File: src/rtl/lifo_stack_sync.sv
// ============================================================================
// Module  : lifo_stack_sync
// Brief   : Synchronous LIFO stack with push/pop/replace, registered pop data,
//           occupancy count and sticky overflow/underflow flags.
//           Optional AlmostFull output enabled by defining LIFO_ALMOST_FULL_EN.
// Revision: 1.0 - initial release
// ============================================================================
`default_nettype none

module lifo_stack_sync #(
    parameter int WIDTH  = 12,
    parameter int DEPTH  = 8
`ifdef LIFO_ALMOST_FULL_EN
    ,
    parameter int AF_LVL = 6
`endif
) (
    input  logic                         Clk,
    input  logic                         Reset,
    input  logic                         Push,
    input  logic                         Pop,
    input  logic                         ErrClr,
    input  logic [WIDTH-1:0]             DataIn,
    output logic [WIDTH-1:0]             DataOut,
    output logic                         DataValid,
    output logic [WIDTH-1:0]             Top,
    output logic [$clog2(DEPTH+1)-1:0]   Count,
    output logic                         Full,
    output logic                         Empty,
    output logic                         Overflow,
    output logic                         Underflow
`ifdef LIFO_ALMOST_FULL_EN
    ,
    output logic                         AlmostFull
`endif
);

    localparam int CW = $clog2(DEPTH + 1);
    localparam int AW = (DEPTH > 1) ? $clog2(DEPTH) : 1;

    logic [WIDTH-1:0] r_mem [0:DEPTH-1];
    logic [CW-1:0]    r_count;
    logic [WIDTH-1:0] r_dout;
    logic             r_dv;
    logic             r_ovf;
    logic             r_unf;

    logic             w_empty;
    logic             w_full;
    logic             w_repl;
    logic             w_push_ok;
    logic             w_pop_ok;
    logic             w_pop_only;
    logic             w_ovf_evt;
    logic             w_unf_evt;
    logic             w_wr_en;
    logic [AW-1:0]    w_top_idx;
    logic [AW-1:0]    w_wr_idx;
    logic [WIDTH-1:0] w_top_raw;
    logic [CW-1:0]    w_count_nxt;

    assign w_empty    = (r_count == '0);
    assign w_full     = (r_count == CW'(DEPTH));
    assign w_top_idx  = AW'(r_count - CW'(1));
    assign w_top_raw  = r_mem[w_top_idx];

    // Replace on an empty stack degenerates to a plain push plus an underflow.
    assign w_repl     = Push & Pop & ~w_empty;
    assign w_push_ok  = (Push & ~Pop & ~w_full) | (Push & Pop & w_empty);
    assign w_pop_ok   = Pop & ~w_empty;
    assign w_pop_only = Pop & ~Push & ~w_empty;
    assign w_ovf_evt  = Push & ~Pop & w_full;
    assign w_unf_evt  = Pop & w_empty;

    assign w_wr_en    = w_push_ok | w_repl;
    assign w_wr_idx   = w_repl ? w_top_idx : AW'(r_count);

    always_comb begin
        w_count_nxt = r_count;
        if (w_push_ok) begin
            w_count_nxt = r_count + CW'(1);
        end else if (w_pop_only) begin
            w_count_nxt = r_count - CW'(1);
        end
    end

    always_ff @(posedge Clk) begin
        if (Reset) begin
            r_count <= '0;
            r_dout  <= '0;
            r_dv    <= 1'b0;
            r_ovf   <= 1'b0;
            r_unf   <= 1'b0;
        end else begin
            r_count <= w_count_nxt;
            r_dv    <= w_pop_ok;
            if (w_pop_ok) begin
                r_dout <= w_top_raw;
            end
            // A fresh error in the clear cycle keeps the flag set.
            r_ovf <= w_ovf_evt | (r_ovf & ~ErrClr);
            r_unf <= w_unf_evt | (r_unf & ~ErrClr);
        end
    end

    // Storage carries no reset; only the count defines valid contents.
    always_ff @(posedge Clk) begin
        if (!Reset && w_wr_en) begin
            r_mem[w_wr_idx] <= DataIn;
        end
    end

`ifdef LIFO_ALMOST_FULL_EN
    logic r_af;

    always_ff @(posedge Clk) begin
        if (Reset) begin
            r_af <= 1'b0;
        end else begin
            r_af <= (w_count_nxt >= CW'(AF_LVL));
        end
    end

    assign AlmostFull = r_af;
`endif

    assign DataOut   = r_dout;
    assign DataValid = r_dv;
    assign Top       = w_empty ? '0 : w_top_raw;
    assign Count     = r_count;
    assign Full      = w_full;
    assign Empty     = w_empty;
    assign Overflow  = r_ovf;
    assign Underflow = r_unf;

endmodule

`default_nettype wire

File: config.mk
export PLATFORM = sky130hd
export DESIGN_NAME = lifo_stack_sync
export DESIGN_NICKNAME = d
export VERILOG_FILES = /design/src/rtl/lifo_stack_sync.sv
export SDC_FILE = /design/constraint.sdc
export NUM_CORES = 1
export LEC_CHECK = 0
export BUFFER_PORTS_ARGS = -buffer_cell sky130_fd_sc_hd__buf_2
export CAP_MARGIN = 20
export CORE_ASPECT_RATIO = 1.75
export CORE_UTILIZATION = 63
export CTS_BUF_LIST = sky130_fd_sc_hd__clkbuf_16
export DETAILED_ROUTE_END_ITERATION = 6
export PLACE_DENSITY = 0.85
export SLEW_MARGIN = 40
export SYNTH_ARGS = -nofsm -noshare
export SYNTH_HDL_FRONTEND = slang
export SYNTH_SLANG_ARGS = --single-unit
export TNS_END_PERCENT = 5
File: constraint.sdc
create_clock -name Clk -period 6.3 [get_ports Clk]
set_input_delay 0.945 -clock Clk [delete_from_list [all_inputs] [get_ports Clk]]
set_output_delay 0.945 -clock Clk [all_outputs]
set_load 0.01 [all_outputs]
==> results of run 1 <==
power by group through the flow:
stage | Sequential, uW | Combinational [uW] | Clock [uW]
floorplan | 977 | 632 | 0
global placement | 1000 | 851 | 0
detailed placement | 1010 | 873 | 0
CTS | 999 | 895 | 970
global route | 1010 | 973 | 1000
finish | 998 | 904 | 966
Yosys cell counts, types with 2 or more instances:
cell type,n
a21oi_1,16
a221o_1,12
a31oi_1,5
and2_0,9
and2_1,3
buf_1,2
buf_2,7
buf_6,3
clkbuf_1,5
dfxtp_1,19
edfxtp_1,96
ha_1,2
inv_1,4
mux2i_1,2
mux4_1,9
mux4_2,15
nand2_1,30
nand2b_1,5
nand3_1,3
nor2_1,19
nor2b_1,4
nor4_1,2
nor4b_1,2
o21ai_0,3
xor2_1,2
logic make-up after synthesis:
kind of cell    count (synthesis)
compound gates                 45
xor+xnor                        2
flops                         115
buf+inv                        24
fa+ha+maj                       2
simple gates                   85
mux                            26
sequential cells by signal, summed over array words and instances, names as in the netlist:
signal / count
Count: 4
Overflow: 1
Underflow: 1
r_mem: 96
DataValid: 1
DataOut: 12
layout by cell type (no fill, tap or decap), types with 4 or more instances in the layout:
cell type	n
nor2_1	18
a31oi_1	5
nand2b_1	5
mux4_1	9
a221o_1	12
buf_2	49
inv_1	7
edfxtp_1	96
dfxtp_1	18
nand2_1	30
bufinv_16	4
clkbuf_16	17
buf_4	10
a21oi_1	16
and2_0	9
mux4_2	15
routing by layer:
metal  GRT usage, %  vias up  part of all wire (%)
met4           15.0        0                   3.1
li1               -     1295                     -
met2           48.8      177                    53
met5              0        -                     0
met3           8.85       33                   7.6
met1           39.4     1504                    37
area by class of cell:
cell class / count / share of cell area, %
Sequential cell: 115 / 57.3
Multi-Input combinational cell: 160 / 24.4
Clock buffer: 17 / 7.46
Timing Repair Buffer: 59 / 5.62
Clock inverter: 15 / 3.05
Tap cell: 86 / 1.89
Inverter: 5 / 0.329
through the flow:
stage,utilization (%),setup WS (ns)
after detailed placement,70.0,2.81
after global routing,78.3,2.12
after global placement,69.9,2.10
after CTS,78.3,2.32
after floorplan,-,3.32
final,78.3,2.32
path summary, 6_finish.rpt:
check             cells after the start                       to  slack (ns)
setup / recovery                      6                   Top[8]        2.32
hold / removal                        1  DataOut[9]$_SDFFE_PP0P_        0.48
setup reg to reg                      6    r_mem[5][3]$_DFFE_PP_        3.18
hold reg to reg                       1  DataOut[9]$_SDFFE_PP0P_        0.48
critical path, stage by stage (launching register included):
cell,delay [ns]
dfxtp_4,0.71
inv_1,0.24
ha_2,0.86
mux4_2,0.36
nand2_1,0.06
a21oi_1,0.21
buf_2,0.17
==> results_dict.tcl, run 1 <==
set metrics [dict create \
    postCtsSetupBuffers 0 \
    worstPathMaxFanout 35 \
    critPathKind "flop to output pin" \
    p_leak_uw 0.00211 \
    total_power_uw 2870 \
    clk_path_buf_depth 2 \
    max_slew_margin_pct 47.4 \
    grt_usage_pct 31.2 \
    yosysTopAreaCell "edfxtp_1" \
    synth-seq-cells 115 \
    tns_ns 0 \
    cts_tree "built" \
    cts_resized 0 \
    multi_input_area_um2 1390 \
    vias_per_cell 6.58 \
    period_needed_ns 3.98 \
    grt_max_degree 36 \
    cap_violations 0 \
    hpwl_mm 6.15 \
    worst_pin_slew_ns 0.789 \
    drive_gt1_share_pct 29.1 \
    die_x_um 67.9 \
    hold_viol_final 0 \
    placed_cells 425 \
    yosys-top-cells-area "edfxtp_1 60%, dfxtp_1 7.9%, mux4_2 7.1%, mux4_1 4.9%, a221o_1 2.5%" \
    syn_area_um2 4790 \
    async_reset_ff_share_pct 0 \
    hp-start "DataOut[9]$_SDFFE_PP0P_" \
    seq_power_share_pct 34.8 \
    rsz0062_at_grt "no" \
    placed_area_um2 5100 \
    arrival_ns 3.04 \
    pwr-share-comb_pct 31.5 \
    dieArea_um2 7970 \
    wl_mm 10.9 \
    ant_nets 0 \
    timing.fmax_mhz 251 \
    synth-compound-area-share_pct 6.82 \
    clock_sinks 115 \
    overflow 0 \
    cts-root-buf "clkbuf_16" \
    skew_ns 0.00772 \
    setup_violations 0 \
    crit_start "Count[0]$_SDFFE_PP0P_" \
    slew_viol_final 0 \
    synthesis.nets 318 \
    reg2reg_from "Count[0]$_SDFFE_PP0P_" \
    top_level_ports 50 \
    synthAdderAreaFrac_pct 0.523 \
    wl_per_cell_um 24.0 \
    drtIter0Drc 432 \
    synth_top_family_by_area "multiplexers" \
    seq_area_um2 3270 \
    yosys.cell_types.count 45 \
    p_clk_share_pct 33.7 \
    clk_pin_slew_ns 0.05 \
    dr_total_vias 3009 \
    row_count 41 \
    avgSynthCellArea_um2 16.0 \
    first_pass_iters 7 \
    synthCells 299 \
    gp_congestion 0.778 \
    ir_drop_uv 343 \
    syn_to_final_growth_pct 19.1 \
    synthMuxAreaShare_pct 12.4 \
    cts_max_level 4 \
    grt_pass1_vias 3071 \
    cts_hold_buffers 0 \
    finish.instance_area_um2 5700 \
    grt_pass1_wl_mm 17.0 \
    fin_cells 457 \
    whs_ns 0.480 \
    power.density_nw_per_um2 503 \
    clk_latency_ns 0.41 \
    start_util_pct 65.7 \
    portBuffers 49 \
    antenna_found_initial 0 \
    cts_made_buffers 17 \
    fin_crit_sh_pct 63.2 \
    nNetsFinal 377 \
    endpoint_kind "output pin" \
    synth_edf_count 96 \
    drc_errors 0 \
    synth_top_area_share_pct 60.2 \
    ys_seq_area_share_pct 68.2 \
    internal_power_uw 1940 \
    antenna_cells 0 \
    ys_warn_count 0 \
    hold_path_class "flop to flop" \
    synth_xor_xnor_area_share_pct 0.366 \
    yosys.area_share.simple_pct 8.76 \
    status "finished clean" \
    p_switching_uw 933 \
    switching_share_pct 32.5 \
    start_kind "flop" \
    die-height_um 117 \
    cp_data_required_time_ns 5.35 \
    core_um2 7280 \
    synth_ff_type "edfxtp_1" \
    nFillCells 392 \
]
Note: power is estimated with default switching activity, not from simulation.
==> run 2, diff against run 1 <==
Settings changed: ABC_AREA set to 1, CORE_UTILIZATION 63 to 53, PLACE_DENSITY 0.85 to 0.75.
Clock period 6.3 ns to 3.2 ns, I/O delays scaled along.
==> run 2 against run 1 <==
  * Sequential share of layout area shrank 3.6 points
  * Largest cell class unchanged
  * Clock-buffer cell count is the same
  * Non-clock buffer count up 1
  * Power increased by 72%
  * Highest routed layer unchanged
  * Cell count is 61% higher
  * First-iteration DRC count is 30% lower
  * Global-route usage down 6.0 points
  * Sequential power is 80% higher
  * Die area rose by 28%
==> results_dict.tcl, run 2 <==
set metrics [dict create \
    status "finished clean" \
    nFillCells 706 \
    reg2reg_from "Count[1]$_SDFFE_PP0P_" \
    syn_area_um2 5180 \
    cp_data_required_time_ns 2.72 \
    syn_to_final_growth_pct 17.2 \
    synth_common_cells "137 x nand2_1, 105 x inv_1, 96 x edfxtp_1" \
    dieArea_um2 10200 \
    vias_per_cell 5.30 \
    wl_per_cell_um 15.8 \
    rsz0062_at_grt "no" \
    drc_errors 0 \
    p_clk_share_pct 35.0 \
    overflow 0 \
    drtIter0Drc 302 \
    yosysTopAreaCell "edfxtp_1" \
    top_register "r_mem" \
    pre_cts_slack_ns 0.815 \
    worstPathMaxFanout 26 \
    hold_viol_final 0 \
    cts_tree "built" \
    nNetsFinal 622 \
    grt_usage_pct 25.3 \
    cts_hold_buffers 0 \
    max_slew_margin_pct 59.6 \
    ant_nets 0 \
    die_x_um 76.8 \
    slew_viol_final 0 \
    pwr-share-comb_pct 28.6 \
    met3_usage_pct 7.86 \
    fin_crit_sh_pct 87.7 \
    crit_start "Count[1]$_SDFFE_PP0P_" \
    synthCells 547 \
    postLayoutSetupSlackWorst_ns 0.393 \
    layout_common_cells "137 x nand2_1, 107 x inv_1, 96 x edfxtp_1" \
    wl_mm 11.7 \
    clk_pin_slew_ns 0.05 \
    whs_ns 0.308 \
    slowest_delay_ns 0.43 \
    portBuffers 49 \
    die-height_um 133 \
    ys_seq_area_share_pct 62.9 \
    ys_warn_count 0 \
    fin_cells 738 \
    postCtsSetupBuffers 0 \
    gp_congestion 0.880 \
    crit_chain "inv_1 > ha_1 > inv_2 > nand3_1 > nand3_1 > nand2_1 > nor2_1 > buf_2" \
    yosys.cell_types.count 25 \
    placed_cells 706 \
    seq_power_share_pct 36.4 \
    cts_resized 0 \
    worst_pin_slew_ns 0.606 \
    synth_edf_count 96 \
    cts_max_level 4 \
    ir_drop_uv 450 \
    p_leak_uw 0.00283 \
    skew_ns 0.0129 \
    drive_gt1_share_pct 16.4 \
    internal_power_uw 3300 \
    grt_pass1_vias 3938 \
    grt_max_degree 56 \
    cap_violations 0 \
    row_count 47 \
    critPathKind "flop to output pin" \
    dr_total_vias 3911 \
    hpwl_mm 7.32 \
    cp_slowest_cell "dfxtp_1" \
    first_pass_iters 5 \
    synth_ff_type "edfxtp_1" \
    timing.fmax_mhz 356 \
    hp-start "Reset" \
    clk_path_buf_depth 2 \
    arrival_ns 2.33 \
    post-route-util_pct 64.2 \
    yosys-top-cells-area "edfxtp_1 56%, nand2_1 9.9%, inv_1 7.6%, nand3_1 7.5%, dfxtp_1 7.3%" \
    setup_violations 0 \
    path_common_cell "nand3_1" \
    grt.met1_usage_pct 25.8 \
    switching_share_pct 33.2 \
    synth.most_common_cell "nand2_1" \
    p_switching_uw 1640 \
    antenna_cells 0 \
    power.density_nw_per_um2 813 \
    synthesis.nets 566 \
    grt_pass1_wl_mm 19.0 \
    start_kind "flop" \
    synth_top_area_share_pct 55.6 \
    clk_latency_ns 0.41 \
    synth-seq-cells 115 \
    period_needed_ns 2.81 \
    async_reset_ff_share_pct 0 \
    endpoint_kind "output pin" \
    gr-usage-met2_pct 42.7 \
    cts-root-buf "clkbuf_16" \
    rrSetupSlack_ns 0.83 \
    antenna_found_initial 0 \
    avgSynthCellArea_um2 9.48 \
    busiest_layer "met2" \
    largest_reg_flops 96 \
    clock_sinks 115 \
    core_um2 9470 \
    start_util_pct 54.8 \
    top_level_ports 50 \
    hold_path_class "primary input to flop" \
    tns_ns 0 \
    final_common_cell "nand2_1" \
    cts_made_buffers 17 \
]
==> run 2: changes by cell type after synthesis, sizes merged, moves of 12 or more <==
| cell | delta |
|---|---|
| a221o | -12 |
| and2 | -12 |
| inv | +105 |
| mux4 | -24 |
| nand2 | +114 |
| nand3 | +75 |
| nor2 | +15 |
| o21ai | +14 |
==> run 2: logic make-up after synthesis <==
| logic type | Yosys count | synth area share [%] |
|---|---|---|
| AOI/OAI and AO/OA | 32 | 3.14 |
| adders and majority gates | 2 | 0.483 |
| xor gates and xnor gates | 3 | 0.507 |
| buffers and inverters | 134 | 10.9 |
| and+or+nand+nor | 261 | 22.1 |
| DFF | 115 | 62.9 |
==> run 2: stage by stage <==
stage | area [um2] | power, uW
global placement | 5530 | 3190
detailed placement | 5530 | 3230
floorplan | 5180 | 2800
global route | 6080 | 5190
finish | 6080 | 4940
CTS | 6080 | 4960
==> run 2: area by class of cell <==
cell class / count / area (um2) / share of cell area, %
Timing Repair Buffer: 60 / 328 / 5.40
Tap cell: 122 / 153 / 2.51
Clock inverter: 15 / 125 / 2.06
Sequential cell: 115 / 3260 / 53.7
Clock buffer: 17 / 425 / 7.00
Multi-Input combinational cell: 298 / 1360 / 22.4
Inverter: 111 / 422 / 6.94
==> run 2: power by group through the flow <==
stage               clock network, uW  logic, uW  registers, uW
global placement                    0       1370           1820
finish                           1730       1410           1800
floorplan                           0        961           1840
CTS                              1750       1410           1800
global route                     1820       1560           1810
detailed placement                  0       1400           1830
==> run 2: critical path: cells and delay by family, from the launching register on <==
kind | cells | cell delay, ns
flops | 1 | 0.43
fa+ha+maj | 1 | 0.32
simple gates | 4 | 0.51
buf+inv | 3 | 0.65
==> run 2: per-layer routing <==
metal / vias up / share of wire (%)
met5: - / 0
met4: 0 / 5.4
met3: 51 / 5.6
met2: 165 / 53
met1: 1839 / 36
li1: 1856 / -
==> run 2: worst paths after layout <==
check	endpoint	cells after the start
worst max-delay path	Top[1]	8
worst min-delay path	Underflow$_SDFF_PP0_	2
worst max register to register	r_mem[5][5]$_DFFE_PP_	10
worst min register to register	Underflow$_SDFF_PP0_	2
